===== src/rtl/hazard_sequencer.sv =====
`default_nettype none
// hazard_sequencer: load-use stalls, taken-branch flushes and multdiv sequencing for the 5-stage core.
// rev 1.0
module hazard_sequencer #(
  parameter int MD_TIMEOUT = 40,
  parameter int CNT_W      = 6
) (
  input  logic        clock,
  input  logic        reset_n,
  input  logic [31:0] fd_out_ir,
  input  logic [31:0] dx_out_ir,
  input  logic        branch_taken,
  input  logic        md_result_rdy,
  input  logic        md_exception,
  output logic        pc_en,
  output logic        fd_en,
  output logic        dx_en,
  output logic        fd_flush,
  output logic        dx_bubble,
  output logic        xm_bubble,
  output logic        ctrl_mult,
  output logic        ctrl_div,
  output logic        md_result_sel,
  output logic        md_over,
  output logic        md_busy
);

  localparam logic [4:0] c_OP_RTYPE = 5'b00000;
  localparam logic [4:0] c_OP_LW    = 5'b01000;
  localparam logic [4:0] c_OP_SW    = 5'b00111;
  localparam logic [4:0] c_OP_BNE   = 5'b00010;
  localparam logic [4:0] c_OP_BLT   = 5'b00110;
  localparam logic [4:0] c_OP_JR    = 5'b00100;
  localparam logic [4:0] c_OP_BEX   = 5'b10110;
  localparam logic [4:0] c_ALU_MUL  = 5'b00110;
  localparam logic [4:0] c_ALU_DIV  = 5'b00111;
  localparam logic [4:0] c_REG_R30  = 5'd30;
  localparam logic [CNT_W-1:0] c_CNT_LAST = CNT_W'(MD_TIMEOUT - 1);

  typedef enum logic [1:0] {
    ST_IDLE     = 2'd0,
    ST_MD_START = 2'd1,
    ST_MD_WAIT  = 2'd2,
    ST_MD_DONE  = 2'd3
  } state_t;

  state_t           r_state;
  state_t           w_state_nxt;
  logic [CNT_W-1:0] r_cnt;
  logic             r_is_div;
  logic             r_over;

  logic [4:0] w_fd_op, w_dx_op, w_dx_rd, w_fd_rs1, w_fd_rs2;
  logic       w_fd_has_rs2, w_fd_sw, w_dx_mul, w_dx_div, w_dx_md, w_dx_lw;
  logic       w_load_use, w_cnt_last;
  logic       w_unused_bits;

  assign w_fd_op  = fd_out_ir[31:27];
  assign w_dx_op  = dx_out_ir[31:27];
  assign w_dx_rd  = dx_out_ir[26:22];
  assign w_fd_rs1 = fd_out_ir[21:17];
  assign w_fd_sw  = (w_fd_op == c_OP_SW);
  assign w_dx_lw  = (w_dx_op == c_OP_LW);
  assign w_dx_mul = (w_dx_op == c_OP_RTYPE) && (dx_out_ir[6:2] == c_ALU_MUL);
  assign w_dx_div = (w_dx_op == c_OP_RTYPE) && (dx_out_ir[6:2] == c_ALU_DIV);
  assign w_dx_md  = w_dx_mul | w_dx_div;
  assign w_cnt_last = (r_cnt == c_CNT_LAST);
  assign w_unused_bits = ^{fd_out_ir[11:0], dx_out_ir[21:7], dx_out_ir[1:0]};

  // Branches, jr and sw carry their second source register in the rd field.
  always_comb begin
    w_fd_rs2     = 5'd0;
    w_fd_has_rs2 = 1'b0;
    if (w_fd_op == c_OP_RTYPE) begin
      w_fd_rs2     = fd_out_ir[16:12];
      w_fd_has_rs2 = 1'b1;
    end else if (w_fd_op == c_OP_BEX) begin
      w_fd_rs2     = c_REG_R30;
      w_fd_has_rs2 = 1'b1;
    end else if ((w_fd_op == c_OP_BNE) || (w_fd_op == c_OP_BLT) ||
                 (w_fd_op == c_OP_JR)  || w_fd_sw) begin
      w_fd_rs2     = fd_out_ir[26:22];
      w_fd_has_rs2 = 1'b1;
    end
  end

  // Store data of a sw is forwarded MW->XM, so only its base register can stall.
  assign w_load_use = w_dx_lw && (w_dx_rd != 5'd0) &&
                      ((w_dx_rd == w_fd_rs1) ||
                       (w_fd_has_rs2 && !w_fd_sw && (w_dx_rd == w_fd_rs2)));

  always_ff @(posedge clock) begin
    if (!reset_n) begin
      r_state  <= ST_IDLE;
      r_cnt    <= '0;
      r_is_div <= 1'b0;
      r_over   <= 1'b0;
    end else begin
      r_state <= w_state_nxt;
      case (r_state)
        ST_IDLE:     if (!branch_taken && w_dx_md) r_is_div <= w_dx_div;
        ST_MD_START: r_cnt <= '0;
        ST_MD_WAIT: begin
          r_cnt <= r_cnt + CNT_W'(1);
          if (md_result_rdy)   r_over <= md_exception;
          else if (w_cnt_last) r_over <= 1'b1;
        end
        default: ;
      endcase
    end
  end

  always_comb begin
    w_state_nxt   = r_state;
    pc_en         = 1'b1;
    fd_en         = 1'b1;
    dx_en         = 1'b1;
    fd_flush      = 1'b0;
    dx_bubble     = 1'b0;
    xm_bubble     = 1'b0;
    ctrl_mult     = 1'b0;
    ctrl_div      = 1'b0;
    md_result_sel = 1'b0;
    md_over       = 1'b0;
    md_busy       = 1'b0;
    case (r_state)
      ST_IDLE: begin
        if (branch_taken) begin
          fd_flush  = 1'b1;
          dx_bubble = 1'b1;
        end else if (w_dx_md) begin
          w_state_nxt = ST_MD_START;
        end else if (w_load_use) begin
          pc_en     = 1'b0;
          fd_en     = 1'b0;
          dx_bubble = 1'b1;
        end
      end
      ST_MD_START, ST_MD_WAIT: begin
        pc_en     = 1'b0;
        fd_en     = 1'b0;
        dx_en     = 1'b0;
        xm_bubble = 1'b1;
        md_busy   = 1'b1;
        if (r_state == ST_MD_START) begin
          ctrl_mult   = !r_is_div;
          ctrl_div    = r_is_div;
          w_state_nxt = ST_MD_WAIT;
        end else if (md_result_rdy || w_cnt_last) begin
          w_state_nxt = ST_MD_DONE;
        end
      end
      ST_MD_DONE: begin
        md_result_sel = 1'b1;
        md_over       = r_over;
        w_state_nxt   = ST_IDLE;
      end
      default: w_state_nxt = ST_IDLE;
    endcase
    if (!reset_n) begin
      pc_en         = 1'b0;
      fd_en         = 1'b0;
      dx_en         = 1'b0;
      fd_flush      = 1'b1;
      dx_bubble     = 1'b1;
      xm_bubble     = 1'b1;
      ctrl_mult     = 1'b0;
      ctrl_div      = 1'b0;
      md_result_sel = 1'b0;
      md_over       = 1'b0;
      md_busy       = 1'b0;
    end
  end

endmodule
`default_nettype wire


===== config.mk =====
export PLATFORM = sky130hd
export DESIGN_NAME = hazard_sequencer
export DESIGN_NICKNAME = d
export VERILOG_FILES = /design/src/rtl/hazard_sequencer.sv
export SDC_FILE = /design/constraint.sdc
export NUM_CORES = 1
export LEC_CHECK = 0
export ABC_AREA = 1
export BUFFER_PORTS_ARGS = -buffer_cell sky130_fd_sc_hd__buf_4
export CAP_MARGIN = 0
export CORE_ASPECT_RATIO = 1.75
export CORE_MARGIN = 5
export CORE_UTILIZATION = 42
export CTS_CLUSTER_DIAMETER = 150
export DETAILED_ROUTE_END_ITERATION = 7
export PLACE_DENSITY = 0.93
export SYNTH_ARGS = -nofsm -noshare
export SYNTH_HDL_FRONTEND = slang
export SYNTH_SLANG_ARGS = --single-unit

===== constraint.sdc =====
create_clock -name clock -period 3.3 [get_ports clock]
set_input_delay 0 -clock clock [delete_from_list [all_inputs] [get_ports clock]]
set_output_delay 0 -clock clock [all_outputs]
set_load 0.01 [all_outputs]

==> summary.md, run 1 <==
| Metric | Value |
|---|---|
| Status | finished clean |
| Total Wirelength | 2980 µm |
| CP dominant cell by count | inv_1 |
| EDFF count, synth | 0 |
| Clk_lat worst skew | 0.24 ns |
| Share of layout cells above drive strength 1 | 27.1% |
| Yosys reg bits | 10 |
| Hold Violations, Final | 0 |
| P_leak | 0.772 nW |
| Met2 WL post-DR | 1540 µm |
| Largest net degree at the start of global routing | 9 |
| Worst setup margin | 1.35 ns |
| Register area | 200 µm² |
| Metal-1 WL | 1040 µm |
| Detail Route Antenna Nets | 0 |
| Worst-Margin Slew | 0.496 ns |
| Final Max Slew Viols | 0 |
| Via density | 5.23 |
| Worst r2r dst | r_cnt[5] |
| Register-to-Register Path Depth | 7 |
| Grt ovf | 0 |
| Detailed Routing Iterations Pass 1 | 4 |
| Top sig layer | met4 |
| Power Dens Cells | 429 nW/µm² |
| Worst path arrival time | 2.14 ns |
| Drt drc | 0 |
| Std cell rows | 23 |
| Diode count | 0 |
| Metal3 WL | 297 µm |
| FF-to-FF Start | r_state[1] |
| Slowest cell delay on critical path | 0.45 ns |
| CTS tree | built |
| H-tree lvl count | 1 |
| Finished Layout Cells | 243 |
| Worst vdd ir | 0.508 mV |
| Core box area | 2270 µm² |
| Die width | 46.6 µm |
| Die height | 74.0 µm |
| Cell count after synthesis | 165 |
| Yosys warnings | 0 |
| Placer congestion estimate | 0.870 |
| Inst Count DP | 238 |
| Most common cell after layout, fill and taps aside | buf_4 |
| Fraction of registers with async set/reset | 0% |
| Mapped cell area | 983 µm² |
| Max Cap Violations | 0 |
| Pre-CTS WS | 1.42 ns |
| Worst Path Required | 3.49 ns |
| FILL cells | 210 |
| Clock Pin Slew Worst Setup and Hold Paths | 0.05 ns |
| Footprint of the multi-input gates | 643 µm² |
| Initial antenna violation count | 0 |
| HPWL Detailed | 2410 µm |
| Port bufs | 50 |
| Final setup fails | 0 |
| Total CTS buffers | 3 |
| Syn-to-layout area delta | 46.7% |
| I/O pin cnt | 80 |
| Worst hold margin | 0.0515 ns |
| Hold Crit Class | in -> reg |
| Most frequent cells in the layout | buf_4 (50), nand2_1 (39), inv_1 (34) |
| DR iter-0 viols | 40 |
| First-pass GRT wire length | 4720 µm |
| Critical path origin | r_state[1] |
| CP Launch Type | flip-flop |
| Post-route cell area | 1440 µm² |
| Die area | 3450 µm² |
| Placed Area | 1380 µm² |
| RSZ-0062 raised after global routing | false |
| Post-layout util | 63.5% |
| Crit end category | flip-flop |
| Post-CTS setup buffer count | 0 |
| Skew final | 0.000787 ns |
| Slowest CP cell | nor4_1 |
| Root Buffer | clkbuf_8 |
| WHS Path Cells | 3 |
| Synth Flop Type | dfxtp_1 |
| Highest clock rate | 512 MHz |
| Vias in the first global route | 1236 |
| Final net count | 293 |
| Setup TNS | 0 ns |
| Slew headroom | 66.6% |
| Total Routing Usage GR | 18.3% |
| Reg2Reg Setup Slack | 1.35 ns |
| Wire per inst | 12.3 µm |
| Clock Path Buffers | 2 |
| Routed via count | 1270 |
| Tcrit/Tclk final | 59.2% |
| Post-synthesis area per instance | 5.96 µm² |
| Initial core utilization | 43.3% |
| Seq/Total Area, Yosys | 20.4% |
| Minimum clock period | 1.95 ns |
| Worst-path fanout max | 8 |
| Synth cell types | 30 |
| Pwr Total | 0.618 mW |
| Crit path kind | reg -> reg |
| Worst setup path end | r_cnt[5] |
| Syn nets | 239 |
| Crit-path cells | inv_1, ha_1, inv_1, nor4_1, nand2_1, a21oi_1, o21a_1 |
| CTS sink count | 10 |
per-layer routing:
metal	vias to the layer above	global-route usage (%)
li1	640	-
met1	544	17.4
met2	71	33.9
met3	15	2.91
met4	0	11.4
met5	-	0
synth_stat cells, types with 2 or more instances:
master,n,share of area [%]
nand2_1,39,15
inv_1,34,13
nor2_1,20,7.6
dfxtp_1,10,20
nand3_1,10,5.1
a21oi_1,8,4.1
o21ai_0,6,3.1
ha_1,5,6.4
nor3_1,5,2.5
nand4_1,3,1.9
nor4_1,3,1.9
nand3b_1,2,1.5
or2_1,2,1.3
xnor2_1,2,1.8
power by group:
group	switching, mW	internal [mW]	leakage (nW)	total, mW
clock	0.0513	0.105	0.0288	0.156
combinational	0.185	0.130	0.662	0.315
sequential	0.0115	0.135	0.0810	0.147
total	0.248	0.371	0.772	0.618
how the worst min path moves through the flow:
stage | start | end
after detailed placement | md_exception | r_over
final | reset_n | r_state[1]
after global routing | reset_n | r_state[1]
after global placement | md_exception | r_over
after CTS | reset_n | r_state[1]
after floorplan | reset_n | md_over
worst max-delay path: cells and delay by family (launching register included):
family	cells	cell delay, ns
AO/OA/AOI/OAI	2	0.28
adder cells (fa/ha/maj)	1	0.43
buffers and inverters	2	0.25
flip-flops	1	0.37
AND/OR/NAND/NOR	2	0.58
repair_timing:
action | 4_1_cts | 5_1_grt
hold buffers | 1 | 0
hold endpoints to repair | 1 | 0
resized for setup | 0 | 0
area by class of cell:
type                            instances  share of cell area (%)
Clock buffer                            4                    3.82
Inverter                               34                    8.85
Sequential cell                        10                    13.9
Timing Repair Buffer                   51                    26.7
Multi-Input combinational cell        119                    44.6
Tap cell                               25                    2.17
flip-flops by register name (all words and copies together) (netlist names):
register,flops
r_over,1
r_is_div,1
r_state,2
r_cnt,6
logic make-up after synthesis:
family / after synthesis / synth area share (%)
AO/OA/AOI/OAI: 22 / 13.9
flip-flops: 10 / 20.4
buffers and inverters: 36 / 14.2
AND/OR/NAND/NOR: 90 / 43.4
adder cells (fa/ha/maj): 5 / 6.36
XOR/XNOR: 2 / 1.78
No activity file was read; power rests on OpenSTA's default activity.
==> inputs of run 2 (changes only) <==
ABC_AREA = 0   (was 1)
CORE_UTILIZATION = 37   (was 42)
PLACE_DENSITY = 0.86   (was 0.93)
clock period = 1.85 ns   (was 3.3 ns; I/O delays follow)
==> run 2 against run 1 <==
  * The run now ends with setup timing left
  * Via count fell by 5.8%
  * Die area rose by 4.6%
  * Wire length rose by 14%
  * Core utilization fell by 0.13 points
  * Sequential cell count did not move
  * First-iteration DRC count fell by 53%
  * Final cell count fell by 14%
  * Design area rose by 6.8%
  * Critical path type is now reg -> out
  * Sequential share of layout area fell by 0.80 points
  * Worst setup slack got worse by 1.6 ns
  * Global-route usage rose by 1.7 points
  * Worst hold slack got worse by 0.016 ns
==> summary.md, run 2 <==
| Metric | Value |
|---|---|
| Status | finished with violations |
| Failing checks | setup timing |
| Yosys warnings | 0 (unchanged) |
| Share of layout cells above drive strength 1 | 44.6% (+18 points) |
| Yosys reg bits | 10 (unchanged) |
| Syn nets | 191 (-20%) |
| Hold Crit Class | in -> reg |
| Port bufs | 50 (unchanged) |
| Seq/Total Area, Yosys | 21.9% (+1.5 points) |
| Root Buffer | clkbuf_8 |
| Largest net degree at the start of global routing | 17 (+8) |
| Worst setup margin | -0.209 ns (-1.55 ns) |
| CP Launch Type | flip-flop |
| Final Max Slew Viols | 0 (unchanged) |
| EDFF count, synth | 0 (unchanged) |
| Clock Path Buffers | 2 (unchanged) |
| Via density | 5.70 (+9.0%) |
| Final setup fails | 3 (+3) |
| Reg2Reg Setup Slack | 0.35 ns (-1.00 ns) |
| Skew final | 0.00412 ns (+0.00333 ns) |
| Initial antenna violation count | 0 (unchanged) |
| Detailed Routing Iterations Pass 1 | 4 (unchanged) |
| Worst hold margin | 0.0355 ns (-0.0160 ns) |
| Tcrit/Tclk final | 111% |
| Minimum clock period | 2.06 ns |
| Worst vdd ir | 0.783 mV (+54%) |
| Total CTS buffers | 3 (unchanged) |
| Total Routing Usage GR | 19.9% (+1.7 points) |
| Routed via count | 1196 (-5.8%) |
| Synth cell types | 41 (+37%) |
| Total Wirelength | 3410 µm (+14%) |
| Detail Route Antenna Nets | 0 (unchanged) |
| Mapped cell area | 915 µm² (-7.0%) |
| Setup TNS | -0.458 ns (-0.458 ns) |
| Max Cap Violations | 0 (unchanged) |
| Crit path kind | reg -> out |
| Clock Pin Slew Worst Setup and Hold Paths | 0.05 ns (about the same) |
| Wire per inst | 16.2 µm (+32%) |
| Fraction of registers with async set/reset | 0% (unchanged) |
| Power Dens Cells | 834 nW/µm² (+95%) |
| Largest registers | r_cnt x6, r_state x2 |
| Synth Flop Type | dfxtp_1 |
| Worst path arrival time | 2.06 ns (-0.08 ns) |
| Worst-path fanout max | 2 (-6) |
| Post-synthesis area per instance | 7.82 µm² (+31%) |
| H-tree lvl count | 1 (unchanged) |
| DR iter-0 viols | 19 (-53%) |
| Cell count after synthesis | 117 (-29%) |
| Initial core utilization | 37.6% (-5.7 points) |
| Diode count | 0 (unchanged) |
| WHS Path Cells | 3 (unchanged) |
| HPWL Detailed | 2730 µm (+13%) |
| Vias in the first global route | 1278 (+3.4%) |
| Worst-Margin Slew | 0.488 ns (-0.00821 ns) |
| Worst Path Required | 1.85 ns (-1.64 ns) |
| Placer congestion estimate | 0.966 (+11%) |
| RSZ-0062 raised after global routing | true |
| Std cell rows | 24 (+4.3%) |
| Post-layout util | 63.3% (-0.13 points) |
| P_leak | 0.699 nW (-9.5%) |
| Drt drc | 0 (unchanged) |
| Grt ovf | 0 (unchanged) |
| CTS sink count | 10 (unchanged) |
| Top-count cell post-synth | nand2_1 |
| Hold Startpoint | dx_out_ir[2] |
| Largest area contributor in the netlist | dfxtp_1 |
| Hold path endpoint | r_is_div |
| Commonest cells in the netlist | nand2_1 (12), dfxtp_1 (10), nor2_1 (10) |
| I/O pin cnt | 80 (unchanged) |
| Worst r2r dst | r_cnt[3] |
| Register-to-Register Path Depth | 5 (-2) |
| Highest clock rate | 486 MHz |
| Most common cell after layout, fill and taps aside | buf_4 |
| Max reg flops | 6 (unchanged) |
| Die width | 47.6 µm (+2.2%) |
| Core box area | 2430 µm² (+7.0%) |
| Crit end category | output port |
| Hold Violations, Final | 0 (unchanged) |
| Die height | 75.8 µm (+2.4%) |
| Top post-synthesis cells by area | dfxtp_1 (22%), ha_1 (6.8%), xor2_1 (6.7%) |
| Syn-to-layout area delta | 68.4% |
| FF-to-FF Start | r_state[0] |
| Final net count | 259 (-12%) |
| Biggest register | r_cnt |
| Clk_lat worst skew | 0.25 ns (about the same) |
| CTS tree | built |
| Most frequent cells in the layout | buf_4 (66), nand2_1 (12), nor2_1 (10) |
| Slew headroom | 67.1% (+0.55 points) |
| First-pass GRT wire length | 5210 µm (+10%) |
| Area share of the largest cell type after synthesis | 21.9% (+1.5 points) |
| Die area | 3610 µm² (+4.6%) |
## run 2: cell types whose count changed in the layout (fill, tap and decap cells not counted), moves of 6 or more
cell / previous run / this run
buf_4: 50 / 66
nor2_1: 20 / 10
xor2_1: 0 / 7
inv_1: 34 / 7
nand2_1: 39 / 12
nand3_1: 10 / 4
## run 2: how the worst max path moves through the flow
stage	start	end	slack [ns]	cells past startpoint
after floorplan	r_state[1]	pc_en	0.02	8
after global placement	dx_out_ir[28]	pc_en	-0.05	9
after detailed placement	fd_out_ir[29]	pc_en	-0.12	8
after CTS	r_state[1]	pc_en	-0.21	8
after global routing	r_state[1]	pc_en	-0.31	8
final	r_state[1]	pc_en	-0.21	8
## run 2: where the power goes
part | internal [mW] | leakage (nW) | switching, mW | total [mW]
Combinational | 0.378 | 0.589 | 0.364 | 0.742
Sequential | 0.243 | 0.0813 | 0.0173 | 0.261
Clock | 0.188 | 0.0288 | 0.0947 | 0.282
## run 2: kinds of logic (layout without fill, tap and decap cells)
family	after synthesis	in the layout	share of synthesized area, %
and+or+nand+nor	46	46	26.3
DFF	10	10	21.9
xor gates and xnor gates	11	11	10.5
muxes	3	3	3.42
adders and majority gates	5	5	6.84
AOI/OAI and AO/OA	30	30	25.7
buffers and inverters	12	79	5.34
## run 2: what timing repair did
action | in CTS | in global routing
hold buffers | 0 | 0
pin swaps | 4 | 1
endpoints found under the hold margin | 0 | 0
endpoints found under the setup margin | 3 | 3
buffers inserted | 2 | 2
resized for setup | 4 | 1
## run 2: cell type report
cell class              instances  area (µm²)
inverters                       9        33.8
fillers                       202         892
flip-flops and latches         10         201
repair buffers                 66         495
clock buffers                   4        55.1
well taps                      26        32.5
multi-input cells              95         722
## run 2: per-stage QoR
step / area, µm² / instances / setup slack [ns] / power, mW
finish: 1540 / 210 / -0.209 / 1.29
global route: 1540 / 210 / -0.310 / 1.37
CTS: 1520 / 208 / -0.213 / 1.24
detailed placement: 1420 / 202 / -0.122 / 0.920
global placement: 1420 / 202 / -0.0503 / 0.894
floorplan: 933 / 117 / 0.0201 / 0.620
## run 2: worst max-delay path, cell delays in order (launching register included)
cell and delay (ns):
dfxtp_2 0.32, inv_2 0.07, ha_4 0.15, o2111ai_4 0.12, a2111o_1 0.34, a2111oi_4 0.23, a41oi_2 0.17, o221a_1 0.26
buf_4 0.15
## run 2: metal layers
layer / routed length [µm] / up-vias / track usage (%)
met5: 0 / - / 0
met4: 193 / 0 / 14.4
met3: 352 / 15 / 1.89
met2: 1770 / 73 / 38.1
met1: 1090 / 545 / 17.8
li1: - / 563 / -
==> inputs of run 3 (changes only) <==
CORE_UTILIZATION = 40   (was 37)
PLACE_DENSITY = 0.91   (was 0.86)
clock period = 2.45 ns   (was 1.85 ns; I/O delays follow)
==> run 3 against run 2 <==
  * The run now ends clean
  * Combinational power down 43%
  * Sequential power is 23% lower
  * Wire length down 10%
  * Via count is 7.8% lower
  * Critical path type unchanged
==> summary.md, run 3 (synthesis gave the netlist of run 2 again) <==
| Metric | Value |
|---|---|
| Port bufs | 50 (unchanged) |
| Die width | 46.1 µm (-3.0%) |
| Post-route cell area | 1360 µm² (-11%) |
| Gate power share | 53.5% (-4.2 points) |
| Via density | 5.74 (+0.87%) |
| Highest clock rate | 426 MHz |
| Reg2Reg Setup Slack | 0.72 ns (+0.37 ns) |
| Clock power share | 21.3% (-0.7 points) |
| First-pass GRT wire length | 4880 µm (-6.4%) |
| Grt ovf | 0 (unchanged) |
| HPWL Detailed | 2530 µm (-7.3%) |
| Max Cap Violations | 0 (unchanged) |
| Critical path origin | r_state[0] |
| Worst hold margin | 0.0332 ns (-0.00237 ns) |
| P_int | 0.487 mW (-40%) |
| Post_cts resized | 0 (-4) |
| FF-to-FF Start | r_state[0] |
| Total CTS buffers | 3 (unchanged) |
| Share of layout cells above drive strength 1 | 36.5% (-8.0 points) |
| P_leak | 0.612 nW (-12%) |
| Crit path kind | reg -> out |
| Setup TNS | 0 ns (+0.458 ns) |
| Detail Route Antenna Nets | 0 (unchanged) |
| Die area | 3380 µm² (-6.2%) |
| Die height | 73.3 µm (-3.3%) |
| Pre-CTS WS | 0.298 ns (+0.420 ns) |
| Largest registers | r_cnt x6, r_state x2 |
| Clk_lat worst skew | 0.24 ns (about the same) |
| Slew headroom | 70.5% (+3.4 points) |
| Largest net degree at the start of global routing | 17 (unchanged) |
| Drt drc | 0 (unchanged) |
| Worst r2r dst | r_cnt[5] |
| Diode count | 0 (unchanged) |
| Most common cell after layout, fill and taps aside | buf_4 |
| Worst Path Required | 2.45 ns (+0.60 ns) |
| Post-layout util | 60.8% (-2.6 points) |
| Hold_buf cts | 0 (unchanged) |
| Worst-path fanout max | 5 (+3) |
| Post-CTS setup buffer count | 0 (-2) |
| Detailed Routing Iterations Pass 1 | 4 (unchanged) |
| Status | finished clean |
| Final net count | 243 (-6.2%) |
| GR Layer Usage met2 | 37.6% (-0.48 points) |
| Pwr Total | 0.795 mW (-38%) |
| Worst-Margin Slew | 0.438 ns (-0.0493 ns) |
| Clock Pin Slew Worst Setup and Hold Paths | 0.05 ns (about the same) |
| Std cell rows | 23 (-4.2%) |
| Vias in the first global route | 1216 (-4.9%) |
| Most frequent cells in the layout | buf_4 (50), nand2_1 (12), nor2_1 (10), dfxtp_1 (10), inv_1 (9) |
| Worst setup margin | 0.103 ns (+0.313 ns) |
| H-tree lvl count | 1 (unchanged) |
| Placed Area | 1310 µm² (-7.8%) |
| Syn-to-layout area delta | 49.1% |
| Crit end category | output port |
| Met1 Usage GRT | 16.2% (-1.6 points) |
| GRT met3 Usage | 3.43% (+1.5 points) |
| Worst vdd ir | 0.621 mV (-21%) |
| Total Routing Usage GR | 19.2% (-0.67 points) |
| Skew final | 0.00293 ns (-0.00119 ns) |
| Core box area | 2240 µm² (-7.7%) |
| Busiest grt layer | met2 |
| CTS tree | built |
| Initial core utilization | 40.7% (+3.1 points) |
| DR iter-0 viols | 29 (+10) |
| Final setup fails | 0 (-3) |
| Total Wirelength | 3060 µm (-10%) |
| Register-to-Register Path Depth | 5 (unchanged) |
| Finished Layout Cells | 192 (-8.6%) |
| Biggest register | r_cnt |
| Tcrit/Tclk final | 95.8% |
| Switch Pwr | 0.308 mW (-35%) |
| Inst Count DP | 189 (-6.4%) |
| Worst path arrival time | 2.35 ns (+0.29 ns) |
| Switching part of the total | 38.7% (+1.7 points) |
| Seq pwr share | 25.2% (+4.9 points) |
| CTS sink count | 10 (unchanged) |
| Initial antenna violation count | 0 (unchanged) |
| Final Max Slew Viols | 0 (unchanged) |
| Hold Violations, Final | 0 (unchanged) |
| I/O pin cnt | 80 (unchanged) |
| Max reg flops | 6 (unchanged) |
| Routed via count | 1103 (-7.8%) |
| Root Buffer | clkbuf_8 |
| Wire per inst | 15.9 µm (-1.9%) |
| Minimum clock period | 2.35 ns |
| Clock Path Buffers | 2 (unchanged) |
| Worst setup path end | fd_en |
| RSZ-0062 raised after global routing | false |
| CP Launch Type | flip-flop |
| Power Dens Cells | 583 nW/µm² (-30%) |
| Placer congestion estimate | 0.932 (-3.6%) |
| Hold Crit Class | in -> reg |
[run 3: layer usage]
layer | vias up | share of wire [%]
li1 | 530 | -
met1 | 505 | 33
met2 | 58 | 55
met3 | 10 | 8.9
met4 | 0 | 3.1
met5 | - | 0
[run 3: final cells by class]
type                            count  area, µm²
Clock buffer                        3       41.3
Sequential cell                    10        200
Tap cell                           25       31.3
Inverter                            9       33.8
Fill cell                         205        881
Multi-Input combinational cell     95        682
Timing Repair Buffer               50        375
[run 3: worst max-delay path: stages (launching register included)]
cell	delay (ns)
dfxtp_1	0.34
inv_1	0.10
ha_2	0.22
o2111ai_2	0.17
a2111o_1	0.34
a2111oi_2	0.35
a41oi_2	0.18
o221a_1	0.26
buf_4	0.15
[run 3: how the worst min path moves through the flow]
stage	to	cells past startpoint	from
floorplan	fd_flush	2	branch_taken
global placement	r_is_div	3	dx_out_ir[2]
detailed placement	r_is_div	3	dx_out_ir[2]
CTS	r_is_div	3	dx_out_ir[2]
global route	r_is_div	3	dx_out_ir[2]
finish	r_over	3	md_exception
[run 3: power by group through the flow]
stage	Clock [mW]	Combinational [mW]	Sequential (mW)
final	0.169	0.426	0.201
after global routing	0.188	0.465	0.203
after CTS	0.175	0.413	0.201
after detailed placement	0	0.409	0.203
after global placement	0	0.395	0.199
after floorplan	0	0.246	0.197
